### src/rtl/pipe_ctrl_pkg.sv
// Shared definitions for the pipeline stall controller: FSM state codes,
// per-stage stall encodings and the stall priority helper.
package pipe_ctrl_pkg;

  typedef enum logic [1:0] {
    ST_IDLE = 2'b00,
    ST_BUSY = 2'b01,
    ST_DONE = 2'b10
  } state_e;

  // Bit order: 0 pc, 1 if, 2 id, 3 ex, 4 mem, 5 wb.
  localparam logic [5:0] STALL_NONE = 6'b000000;
  localparam logic [5:0] STALL_ID   = 6'b000111;
  localparam logic [5:0] STALL_EX   = 6'b001111;

  localparam int STAT_W = 32;

  // An execute-stage hold already freezes everything decode would freeze.
  function automatic logic [5:0] stall_vec(input logic ex_req, input logic id_req);
    if (ex_req)      return STALL_EX;
    else if (id_req) return STALL_ID;
    else             return STALL_NONE;
  endfunction

endpackage

### src/rtl/pipe_ctrl_if.sv
// Handshake bundle between the pipeline stages and pipe_ctrl.
// stall_cycles exists only when PIPE_CTRL_STATS_EN is defined.
interface pipe_ctrl_if #(parameter int CNT_W = 6);

  logic             stallreq_id;
  logic             ex_mc_start;
  logic [CNT_W-1:0] ex_mc_len;
  logic             flush;
  logic [5:0]       stall;
  logic             mc_busy;
  logic             mc_done;
`ifdef PIPE_CTRL_STATS_EN
  logic [31:0]      stall_cycles;
`endif

  modport master (
    output stallreq_id, ex_mc_start, ex_mc_len, flush,
    input  stall, mc_busy, mc_done
`ifdef PIPE_CTRL_STATS_EN
    , input stall_cycles
`endif
  );

  modport slave (
    input  stallreq_id, ex_mc_start, ex_mc_len, flush,
    output stall, mc_busy, mc_done
`ifdef PIPE_CTRL_STATS_EN
    , output stall_cycles
`endif
  );

endinterface

### src/rtl/pipe_stat_cnt.sv
// Saturating count of cycles in which the PC is held; synchronous clear.
// Instantiated by pipe_ctrl only when PIPE_CTRL_STATS_EN is defined.
module pipe_stat_cnt
  import pipe_ctrl_pkg::*;
(
  input  logic              clk,
  input  logic              rst,
  input  logic              inc,
  output logic [STAT_W-1:0] count
);

  logic [STAT_W-1:0] cnt_q;

  always_ff @(posedge clk) begin
    if (rst)
      cnt_q <= '0;
    else if (inc && (cnt_q != '1))
      cnt_q <= cnt_q + STAT_W'(1);
  end

  // The register only clears at the edge, so mask it while reset is held.
  assign count = rst ? '0 : cnt_q;

endmodule

### src/rtl/pipe_ctrl.sv
// Pipeline stall controller: multi-cycle execute FSM plus stall priority.
// Define PIPE_CTRL_STATS_EN to add the stall_cycles statistics counter.
module pipe_ctrl
  import pipe_ctrl_pkg::*;
#(
  parameter int CNT_W = 6
) (
  input  logic          clk,
  input  logic          rst,
  pipe_ctrl_if.slave    bus
);

  state_e           state;
  logic [CNT_W-1:0] cnt;
  logic             ex_req;
  logic [5:0]       stall_int;

  // NOTE: state is updated with non-blocking assignments so every reader
  // sees the pre-edge value, independent of process evaluation order.
  always_ff @(posedge clk) begin
    if (rst || bus.flush) begin
      state <= ST_IDLE;
      cnt   <= '0;
    end else begin
      case (state)
        ST_IDLE: begin
          if (bus.ex_mc_start) begin
            if (bus.ex_mc_len != '0) begin
              state <= ST_BUSY;
              cnt   <= bus.ex_mc_len - CNT_W'(1);
            end else begin
              state <= ST_DONE;
            end
          end
        end
        ST_BUSY: begin
          if (cnt == '0) state <= ST_DONE;
          else           cnt   <= cnt - CNT_W'(1);
        end
        ST_DONE: state <= ST_IDLE;
        default: begin
          state <= ST_IDLE;
          cnt   <= '0;
        end
      endcase
    end
  end

  // A flush cancels the hold in the same cycle it arrives.
  assign ex_req = !bus.flush &&
                  (((state == ST_IDLE) && bus.ex_mc_start) || (state == ST_BUSY));

  assign stall_int   = rst ? STALL_NONE : stall_vec(ex_req, bus.stallreq_id);
  assign bus.stall   = stall_int;
  assign bus.mc_busy = !rst && (state == ST_BUSY);
  assign bus.mc_done = !rst && !bus.flush && (state == ST_DONE);

`ifdef PIPE_CTRL_STATS_EN
  pipe_stat_cnt u_stat (
    .clk   (clk),
    .rst   (rst),
    .inc   (stall_int[0]),
    .count (bus.stall_cycles)
  );
`endif

endmodule

### src/flat_wrapper.sv
// flat-port wrapper written by rule: the top's interface ports become plain ports
module pipe_ctrl_flat import pipe_ctrl_pkg::*;
#(
  parameter int CNT_W = 6
)
  (clk, rst, bus_stallreq_id, bus_ex_mc_start, bus_ex_mc_len, bus_flush, bus_stall, bus_mc_busy, bus_mc_done);
  pipe_ctrl_if #(.CNT_W(CNT_W)) bus_i ();
  input  logic clk;
  input  logic rst;
  input wire logic [$bits(bus_i.stallreq_id)-1:0] bus_stallreq_id;
  input wire logic [$bits(bus_i.ex_mc_start)-1:0] bus_ex_mc_start;
  input wire logic [$bits(bus_i.ex_mc_len)-1:0] bus_ex_mc_len;
  input wire logic [$bits(bus_i.flush)-1:0] bus_flush;
  output wire logic [$bits(bus_i.stall)-1:0] bus_stall;
  output wire logic [$bits(bus_i.mc_busy)-1:0] bus_mc_busy;
  output wire logic [$bits(bus_i.mc_done)-1:0] bus_mc_done;
  assign bus_i.stallreq_id = bus_stallreq_id;
  assign bus_i.ex_mc_start = bus_ex_mc_start;
  assign bus_i.ex_mc_len = bus_ex_mc_len;
  assign bus_i.flush = bus_flush;
  assign bus_stall = bus_i.stall;
  assign bus_mc_busy = bus_i.mc_busy;
  assign bus_mc_done = bus_i.mc_done;
  pipe_ctrl #(.CNT_W(CNT_W)) u_core (.clk(clk), .rst(rst), .bus(bus_i));
endmodule
### config.mk
export PLATFORM = sky130hd
export DESIGN_NAME = pipe_ctrl_flat
export DESIGN_NICKNAME = d
export VERILOG_FILES = /design/src/rtl/pipe_ctrl_pkg.sv /design/src/rtl/pipe_ctrl_if.sv /design/src/rtl/pipe_stat_cnt.sv /design/src/rtl/pipe_ctrl.sv /design/src/flat_wrapper.sv
export SDC_FILE = /design/constraint.sdc
export NUM_CORES = 1
export LEC_CHECK = 0
export BUFFER_PORTS_ARGS = -buffer_cell sky130_fd_sc_hd__buf_4
export CORE_MARGIN = 2
export CORE_UTILIZATION = 41
export CTS_CLUSTER_SIZE = 10
export DETAILED_ROUTE_END_ITERATION = 10
export PLACE_DENSITY = 0.71
export SLEW_MARGIN = 20
export SYNTH_ARGS = -nofsm -noshare
export SYNTH_HDL_FRONTEND = slang
export SYNTH_SLANG_ARGS = --single-unit
### constraint.sdc
create_clock -name clk -period 2 [get_ports clk]
set_input_delay 0.3 -clock clk [delete_from_list [all_inputs] [get_ports clk]]
set_output_delay 0.3 -clock clk [all_outputs]
set_load 0.1 [all_outputs]
==> impl_metrics.ini <==
[worst_setup_path]
crit_chain = nand2b_2 -> mux2_4 -> or4_1 -> a32oi_1 -> nor2_1
critPathSlowestCell = or4_1
startpoint_type = flop
rrSetupSlack_ps = 140
cp.arrival_ps = 1990
crit_family = simple AND/OR/NAND/NOR gates
startpoint = u_core.state[1]
worstRegToRegCells = 5
crit_buf_inv = 0
cp-end-kind = flop
cpPeakStageDelay_ps = 500
r2r-start = u_core.state[1]
rr_endpoint = u_core.cnt[5]
crit_fanout = 7
crit_type = flop to flop
critPathRequiredTime_ps = 2140

[logic_synthesis]
syn_inst = 75
synth_area_leader_cell = dfxtp_1
synth-edff-count = 0
yosys_warnings = 0
ys_async_sr_fraction_pct = 0
ys.flop_type = dfxtp_1
ys_types = 32
synth-seq-cells = 8
synth_top_area_share_pct = 26.4
synth_seq_area_share_pct = 26.4
syn-cell-area_um2 = 607
synth_area_leaders = dfxtp_1 26%, mux2i_1 8.2%, nor2_1 8.0%
synth.avg_cell_area_um2 = 8.09

[sta]
rsz0062_at_grt = false
post-route-min-period_ps = 1860
clock-skew-final_ps = 7.04
setup_viol = 0
fmax_mhz = 539
hold_viol_final = 0
fin_tns_setup_ps = 0
fin_crit_sh_pct = 92.8
slew_viol_final = 0

[power]
power_leakage_uw = 0.000342
power_uw = 489
p_per_area_nw_per_um2 = 628
ir_drop_mv = 0.317

[clocking]
cts_resized = 0
clock-sinks = 8
path_clk_slew_ps = 60
cts_hold_buf = 0
post_cts_buffers = 0
ctsHtreeMaxLevel = 1
cts_root_buffer = clkbuf_4
cts_buffer_depth = 2
cts_buffers = 3
clock_latency_ps = 260
cts_tree = built

[drt]
wl_um = 1350
vias = 592
drtAntennaViolNets = 0
highest_layer = met3
drcViolationCount = 0
first_pass_iters = 4
wire_per_inst_um = 12.6
wl_met3_um = 63
vias_per_cell = 5.53
drtIter0Drc = 14
wl_met2_um = 639
drt-met1-wl_um = 649

[grt]
grt_max_degree = 11
grt_pass1_vias = 491
grt_pass1_wl_um = 2170
antenna_found_initial = 0
grt_overflow = 0
grt_usage_pct = 15.7

[min_path]
hold_path.class = input pin to flop
min_to = u_core.state[0]
hold_depth = 3
min_from = bus_flush

[finish]
diodes = 0
layout_common_cells = 19 x buf_4, 12 x nor2_1, 8 x dfxtp_1, 5 x mux2i_1
final_common_cell = buf_4
instances_no_fill = 107
area_growth_pct = 28.2
final_nets = 105
drive_above_1_share_pct = 34.8

[die]
ioPinCount = 19
die_x_um = 42.5
initial_utilization_pct = 45.5
placementRows = 13
die_h_um = 42.5
core_um2 = 1330
die_area_um2 = 1800

[placed_design]
hpwlAfterDp_um = 1070
place.gp.congestion = 0.790
placedCellCount = 104
io_buffer_count = 16

[job]
cap_violations = 0

[outcome]
status = completed
cell type report:
cell class,instances,area (um^2)
Fill cell,128,556
Multi-Input combinational cell,60,427
Timing Repair Buffer,19,143
Sequential cell,8,160
Clock buffer,3,22.5
Tap cell,15,18.8
Inverter,2,7.51
per-layer routing:
metal | up-vias | GRT usage (%)
met3 | 0 | 5.17
met5 | - | 0
met2 | 18 | 23.1
met4 | 0 | 5.63
met1 | 276 | 21.3
li1 | 298 | -
report_power, final:
| group | internal [uW] | total, uW | leakage, uW | switching [uW] |
|---|---|---|---|---|
| Sequential | 166 | 174 | 0.0000651 | 7.24 |
| Combinational | 64.1 | 191 | 0.000263 | 127 |
| Clock | 68.7 | 124 | 0.0000138 | 55.6 |
Yosys cell counts, drive strengths merged, types with 2 or more instances:
cell / n
dfxtp: 8
nor2: 13
or4: 2
nor3: 3
inv: 2
nor3b: 2
a32oi: 4
a22oi: 2
o21ai: 3
buf: 5
a21oi: 2
xor2: 4
mux2i: 5
nand2: 4
or3: 2
registers in the layout, indices dropped and copies added, names as in the netlist:
name and flops:
u_core.cnt 6, u_core.state 2
tightest hold or removal path, cell delays in order:
cell     delay, ps
buf_4           80
or2_4          180
nor2b_1         60
worst max-delay path by stage:
stage | endpoint | slack (ps) | cells after the start
floorplan | bus_stall[1] | -360 | 5
global placement | u_core.cnt[5] | 20 | 6
detailed placement | u_core.cnt[5] | 10 | 6
CTS | u_core.cnt[5] | 160 | 5
global route | u_core.cnt[5] | 90 | 6
finish | u_core.cnt[5] | 140 | 5
logic make-up (layout without fill, tap and decap cells):
family	after synthesis	count (layout)	share of synthesized area [%]
flops	8	8	26.4
simple gates	33	33	28.9
other cells	1	2	0.618
mux	6	6	10.7
xor+xnor	4	4	5.77
buf+inv	8	24	8.66
compound gates	15	15	19.0
through the flow:
stage	util [%]	setup WS [ps]	instance area, um^2	hold WS, ps
global placement	56.7	18.4	756	471
finish	58.3	145	778	407
floorplan	-	-364	674	455
global route	58.3	94.0	778	420
CTS	58.3	158	778	402
detailed placement	56.7	14.4	756	481
Power figures use the tool's default switching activity.
